## src/rtl/note_tracker.sv

```systemverilog
// note_tracker: maps FFT bins to notes, debounces per-note activity,
// reports lowest active note (class/octave) and full mask per frame.
// Ports: clk, reset (sync, high); bin_addr/bin_mag/bin_we/bin_last in;
// threshold/hysteresis levels; cfg_we/cfg_note/cfg_bin/cfg_en table;
// note/octave/note_valid/result_strobe/active_mask/busy/overrun out.
module note_tracker #(
  parameter int NUM_OCTAVES = 5,
  parameter int BIN_W       = 12,
  parameter int MAG_W       = 10,
  parameter int HOLD_FRAMES = 2,
  localparam int NOTES      = 12 * NUM_OCTAVES
) (
  input  logic             clk,
  input  logic             reset,
  input  logic [BIN_W-1:0] bin_addr,
  input  logic [MAG_W-1:0] bin_mag,
  input  logic             bin_we,
  input  logic             bin_last,
  input  logic [MAG_W-1:0] threshold,
  input  logic [MAG_W-1:0] hysteresis,
  input  logic             cfg_we,
  input  logic [5:0]       cfg_note,
  input  logic [BIN_W-1:0] cfg_bin,
  input  logic             cfg_en,
  output logic [3:0]       note,
  output logic [2:0]       octave,
  output logic             note_valid,
  output logic             result_strobe,
  output logic [NOTES-1:0] active_mask,
  output logic             busy,
  output logic             overrun
);

  localparam logic [5:0] LAST_IDX = 6'(NOTES - 1);
  localparam logic [5:0] NOTES_6  = 6'(NOTES);
  localparam logic [3:0] HOLD     = 4'(HOLD_FRAMES);

  typedef enum logic [1:0] {
    COLLECT,
    SCAN,
    REPORT
  } state_t;

  state_t state, state_n;

  logic             tbl_en  [NOTES];
  logic [BIN_W-1:0] tbl_bin [NOTES];
  logic [MAG_W-1:0] peak    [NOTES];
  logic [3:0]       cnt     [NOTES];
  logic [NOTES-1:0] act, act_n;

  logic [5:0] idx;
  logic [3:0] pc, res_pc, hit_pc;
  logic [2:0] oc, res_oc, hit_oc;
  logic       found;

  logic [MAG_W-1:0] rel_lvl, cur_peak;
  logic [3:0]       cur_cnt, cnt_n;
  logic             act_bit;

  assign busy = (state == SCAN);

  always_ff @(posedge clk) begin
    if (reset) state <= COLLECT;
    else       state <= state_n;
  end

  always_comb begin
    state_n = state;
    unique case (state)
      COLLECT: if (bin_we && bin_last) state_n = SCAN;
      SCAN:    if (idx == LAST_IDX)    state_n = REPORT;
      REPORT:  state_n = COLLECT;
      default: state_n = COLLECT;
    endcase
  end

  // Evaluation of the note currently under the scan pointer.
  always_comb begin
    rel_lvl  = (threshold > hysteresis) ? threshold - hysteresis : '0;
    cur_peak = peak[idx];
    cur_cnt  = cnt[idx];
    cnt_n    = cur_cnt;
    act_bit  = act[idx];
    act_n    = act;
    if (cur_peak > threshold) begin
      cnt_n = (cur_cnt >= HOLD) ? HOLD : cur_cnt + 4'd1;
      if (cnt_n == HOLD) act_bit = 1'b1;
    end else if (!(act[idx] && cur_peak >= rel_lvl)) begin
      cnt_n   = 4'd0;
      act_bit = 1'b0;
    end
    act_n[idx] = act_bit;
    hit_pc = found ? res_pc : (act_bit ? pc : 4'd0);
    hit_oc = found ? res_oc : (act_bit ? oc : 3'd0);
  end

  always_ff @(posedge clk) begin
    if (reset) begin
      for (int i = 0; i < NOTES; i++) begin
        tbl_en[i]  <= 1'b0;
        tbl_bin[i] <= '0;
        peak[i]    <= '0;
        cnt[i]     <= '0;
      end
      act           <= '0;
      idx           <= '0;
      pc            <= 4'd1;
      oc            <= 3'd1;
      res_pc        <= '0;
      res_oc        <= '0;
      found         <= 1'b0;
      note          <= '0;
      octave        <= '0;
      note_valid    <= 1'b0;
      result_strobe <= 1'b0;
      active_mask   <= '0;
      overrun       <= 1'b0;
    end else begin
      result_strobe <= 1'b0;
      if (cfg_we && cfg_note < NOTES_6) begin
        tbl_en[cfg_note]  <= cfg_en;
        tbl_bin[cfg_note] <= cfg_bin;
      end
      if (bin_we && state != COLLECT) overrun <= 1'b1;
      unique case (state)
        COLLECT: begin
          if (bin_we) begin
            for (int i = 0; i < NOTES; i++) begin
              if (tbl_en[i] && tbl_bin[i] == bin_addr
                  && bin_mag > peak[i])
                peak[i] <= bin_mag;
            end
          end
          idx   <= '0;
          pc    <= 4'd1;
          oc    <= 3'd1;
          found <= 1'b0;
        end
        SCAN: begin
          peak[idx] <= '0;
          cnt[idx]  <= cnt_n;
          act       <= act_n;
          idx       <= idx + 6'd1;
          // Running class/octave counters avoid a divide by 12.
          if (pc == 4'd12) begin
            pc <= 4'd1;
            oc <= oc + 3'd1;
          end else begin
            pc <= pc + 4'd1;
          end
          if (!found && act_bit) begin
            found  <= 1'b1;
            res_pc <= pc;
            res_oc <= oc;
          end
          // Load outputs so they are visible during REPORT.
          if (idx == LAST_IDX) begin
            note          <= hit_pc;
            octave        <= hit_oc;
            note_valid    <= (hit_pc != 4'd0);
            active_mask   <= act_n;
            result_strobe <= 1'b1;
          end
        end
        default: ;
      endcase
    end
  end

endmodule

```

## config.mk

```make
export PLATFORM = sky130hd
export DESIGN_NAME = note_tracker
export DESIGN_NICKNAME = d
export VERILOG_FILES = /design/src/rtl/note_tracker.sv
export SDC_FILE = /design/constraint.sdc
export NUM_CORES = 2
export LEC_CHECK = 0
export ABC_CLOCK_PERIOD_IN_PS = 13300
export CAP_MARGIN = 20
export CORE_MARGIN = 2
export CORE_UTILIZATION = 55
export DETAILED_ROUTE_END_ITERATION = 16
export PLACE_DENSITY = 0.78
export SETUP_SLACK_MARGIN = 0.1
export SLEW_MARGIN = 20
export SYNTH_ARGS = -nofsm -noshare
export SYNTH_HDL_FRONTEND = slang
export SYNTH_SLANG_ARGS = --single-unit
```

## constraint.sdc

```tcl
create_clock -name clk -period 13.3 [get_ports clk]
set_clock_uncertainty 0.15 [all_clocks]
set_input_delay 2.66 -clock clk [delete_from_list [all_inputs] [get_ports clk]]
set_output_delay 2.66 -clock clk [all_outputs]
set_load 0.05 [all_outputs]
```

==> results.md <==
• standby leakage power: 36.5 nW
• endpoint of the worst setup timing path: cnt[60][2]$_DFFE_PP_
• total via count in the routed design: 70.5k
• CTS tree: built
• VDD IR-drop max: 0.118 mV
• Port Buf Inserts: 136
• post-synthesis to final-layout area growth: 9.02%
• power density relative to cell area: 114 nW/um^2
• final-report setup violation count: 0
• CP Data Required Time: 13.67 ns
• standard-cell rows: 154
• run status: finished clean
• hold buffer count at CTS: 0
• HPWL reported at the end of detailed placement: 184 mm
• CP Class: primary input to flip-flop
• register bit total from synthesis: 1795
• library cell with the largest summed area after synthesis: sky130_fd_sc_hd__edfxtp_1
• Inserted Clock Buffers: 179
• area share of the largest cell type after synthesis: 31.8%
• Syn Nets: 9760
• # clock sinks: 1795
• data arrival time of the critical path: 8.01 ns
• number of nets in the layout: 9566
• final number of max-transition violations: 0
• worst hold margin: 0.320 ns
• Crit path depth: 25
• post-route DRC violation count: 0
• count of antenna-violating nets left after detailed routing: 0
• DR WL/cell: 24.9 microns
• slowest CP cell: sky130_fd_sc_hd__buf_4
• total track usage: 30.7%
• primary flip-flop cell chosen by synthesis mapping: sky130_fd_sc_hd__edfxtp_1
• drt initial violations: 8029
• initial antenna violation count: 25
• routability congestion estimate from global placement: 0.949
• reg-to-reg slack, setup: 6.11 ns
• htree depth: 4
• Total Negative Setup Slacks: 0 ns
• tightest slew margin relative to the limit: 10.6%
• area of the mapped netlist: 97900 sq um
• die extent in x: 426 microns
• Synth Instances: 9057
• maximum number of pins on one net before global-route repair: 105
• Yosys warning total: 0
• via count of the first global-routing pass: 69.0k
• Crit path max-delay family: compound AO/OA/AOI/OAI gates
• minimum clock period after layout: 7.64 ns
• DR vias/cell: 6.21
• Worst Max-Slew Pin Slew: 1.33 ns
• Hold Violations, Final: 0
• clock latency reported for the late side of the worst-skew pair: 0.84 ns
• critical-path maximum fanout: 61
• setup repair after global routing missed its margin: false
• clock transition time at the flip-flop clock pins of the worst setup and hold paths: 0.06 ns
• y dimension of the die: 426 microns
• initial cell density of the core: 55.5%
• Final period util: 57.4%
• R2R depth: 17
• distinct cell type count of the synthesized netlist: 73
• number of buffers added for setup after CTS: 0
• Synth Area per Inst: 10.8 sq um
• clock tree buffer depth: 3
• Placeable Area: 176000 sq um
• Startpoint Class: primary input
• post-cts gate resize count: 0
• destination of the worst register-to-register timing path: cnt[60][2]$_DFFE_PP_
• floorplan die area: 181000 sq um
• Clk Tree Root Cell: sky130_fd_sc_hd__clkbuf_16
• Top Ports: 137
• crit-path max cell delay: 0.58 ns
• final-layout fill cell count: 13.8k
• worst setup path startpoint: threshold[0]
• max frequency: 131 MHz
• sequential area share after synthesis: 47.3%
• Area contributors post-synth: sky130_fd_sc_hd__edfxtp_1 (32%), sky130_fd_sc_hd__dfxtp_1 (16%), sky130_fd_sc_hd__ha_1 (8.1%)
• area of combinational cells with multiple inputs: 47200 sq um
• total power: 12.2 mW
• detailed-route wire length: 282 mm
• async set or reset register ratio after synthesis: 0%
• crit path buf inv count: 5
• Post-synth EDFFs: 1036
• layout cell share with drive strength beyond 1: 8.91%
• wire length of the first global-routing pass: 421 mm
• global route total overflow: 0
• Pre-Repair DR Iteration Count: 7
• worst hold path class: flip-flop to flip-flop
• Worst Setup End Kind: flip-flop
• area used by sequential logic in the layout: 46300 sq um
• Maximum Capacitance Violations: 0
==> power breakdown <==
group	leakage [nW]	switching [mW]	internal [mW]
registers	16.0	0.0715	6.02
clock network	2.87	2.21	2.89
logic	17.6	0.668	0.325
==> synthesized netlist by cell type (14+ instances only) <==
cell type,count
sky130_fd_sc_hd__and3_1,16
sky130_fd_sc_hd__inv_1,622
sky130_fd_sc_hd__nand3_1,129
sky130_fd_sc_hd__nor4_1,131
sky130_fd_sc_hd__o2111ai_1,22
sky130_fd_sc_hd__xnor2_1,261
sky130_fd_sc_hd__o21a_1,93
sky130_fd_sc_hd__o21bai_1,25
sky130_fd_sc_hd__o22ai_1,16
sky130_fd_sc_hd__buf_1,94
sky130_fd_sc_hd__clkbuf_1,434
sky130_fd_sc_hd__o311ai_0,32
sky130_fd_sc_hd__nand2_1,265
sky130_fd_sc_hd__and2_1,784
sky130_fd_sc_hd__a211oi_1,58
sky130_fd_sc_hd__ha_1,636
sky130_fd_sc_hd__xor2_1,466
sky130_fd_sc_hd__o21ai_0,230
sky130_fd_sc_hd__a21o_1,78
sky130_fd_sc_hd__nand4_1,151
sky130_fd_sc_hd__a21oi_1,302
sky130_fd_sc_hd__edfxtp_1,1036
sky130_fd_sc_hd__a31oi_1,14
sky130_fd_sc_hd__nand3b_1,15
sky130_fd_sc_hd__nor2b_1,87
sky130_fd_sc_hd__o211ai_1,15
sky130_fd_sc_hd__mux4_2,254
sky130_fd_sc_hd__nor2_1,1037
sky130_fd_sc_hd__mux2i_1,639
sky130_fd_sc_hd__dfxtp_1,759
sky130_fd_sc_hd__nand2b_1,30
sky130_fd_sc_hd__nor3_1,60
sky130_fd_sc_hd__o221ai_1,23
sky130_fd_sc_hd__buf_2,66
sky130_fd_sc_hd__or3_1,33
==> metal layers <==
layer  wire length [microns]  global-route usage, %  up-vias  part of all wire [%]
met3                   31200                   7.17      749                    11
li1                        -                      -    31286                     -
met2                  127000                   47.5     3835                    45
met1                  110000                   40.3    34638                    39
met5                     116                      0        -                 0.041
met4                   14700                   15.7       18                   5.2
==> placed cells by master, fill, tap and decap left out, types with 41 or more instances in the layout <==
cell type	instances
sky130_fd_sc_hd__xnor2_1	261
sky130_fd_sc_hd__nor3_1	42
sky130_fd_sc_hd__a21oi_1	298
sky130_fd_sc_hd__xor2_1	466
sky130_fd_sc_hd__clkdlybuf4s50_1	100
sky130_fd_sc_hd__dfxtp_1	755
sky130_fd_sc_hd__nor4_1	117
sky130_fd_sc_hd__nand3_1	129
sky130_fd_sc_hd__nor2_1	1035
sky130_fd_sc_hd__clkbuf_16	183
sky130_fd_sc_hd__clkbuf_1	46
sky130_fd_sc_hd__nor2b_1	87
sky130_fd_sc_hd__nand2_1	263
sky130_fd_sc_hd__nand4_1	151
sky130_fd_sc_hd__and2_1	783
sky130_fd_sc_hd__mux2i_1	639
sky130_fd_sc_hd__ha_1	636
sky130_fd_sc_hd__a211oi_1	41
sky130_fd_sc_hd__edfxtp_1	1036
sky130_fd_sc_hd__o21ai_2	43
sky130_fd_sc_hd__inv_1	620
sky130_fd_sc_hd__a21o_1	78
sky130_fd_sc_hd__mux4_2	254
sky130_fd_sc_hd__o21ai_0	173
sky130_fd_sc_hd__buf_4	125
sky130_fd_sc_hd__o21a_1	93
==> logic make-up after synthesis <==
logic type	share of synthesized area, %
AND/OR/NAND/NOR	14.2
multiplexers	12.4
XOR/XNOR	6.50
AO/OA/AOI/OAI	6.38
flip-flops	47.3
buffers and inverters	5.04
adder cells (fa/ha/maj)	8.15
==> state kept, by name, indices dropped and copies added (netlist names), 4 cells and up, named ones only <==
register,cells
tbl_bin,720
peak,600
cnt,256
act,60
active_mask,60
tbl_en,60
idx,6
note,4
pc,4
res_pc,4
==> worst register-to-register path, delay by kind of cell, from the launching register on <==
family	cells	cell delay, ns
buf+inv	5	2.56
flops	1	0.64
fa+ha+maj	1	0.24
mux	3	1.80
simple gates	4	0.65
compound gates	4	0.87
==> how the worst min path moves through the flow <==
| stage | slack (ns) | endpoint | depth (start not counted) | start |
|---|---|---|---|---|
| 2_1_floorplan | 0.28 | res_oc[0]$_SDFFE_PP0P_ | 2 | res_oc[0]$_SDFFE_PP0P_ |
| 3_3_place_gp | 0.30 | res_oc[1]$_SDFFE_PP0P_ | 2 | res_oc[1]$_SDFFE_PP0P_ |
| 3_5_place_dp | 0.31 | res_oc[1]$_SDFFE_PP0P_ | 2 | res_oc[1]$_SDFFE_PP0P_ |
| 4_1_cts | 0.32 | res_oc[1]$_SDFFE_PP0P_ | 2 | res_oc[1]$_SDFFE_PP0P_ |
| 5_1_grt | 0.33 | res_oc[1]$_SDFFE_PP0P_ | 2 | res_oc[1]$_SDFFE_PP0P_ |
| 6_report | 0.32 | res_oc[1]$_SDFFE_PP0P_ | 2 | res_oc[1]$_SDFFE_PP0P_ |
==> per-stage QoR <==
step	instance area (sq um)	instances	setup slack (ns)	util [%]
final	107000	11362	5.66	60.5
after detailed placement	101000	11020	4.82	57.0
after CTS	107000	11353	5.70	60.3
after global placement	101000	11019	4.93	57.0
after global routing	107000	11357	5.20	60.5
after floorplan	97900	9057	6.35	-
==> layout make-up <==
type,instances,share of cell area [%]
sequential,1795,43.4
clock buffer,260,4.83
antenna,7,0.0164
tap,2340,2.74
inverter,623,2.20
clock inverter,73,0.641
timing repair buffer,246,1.99
multi-input combinational,6018,44.2
(Power assumes the default switching activity.)
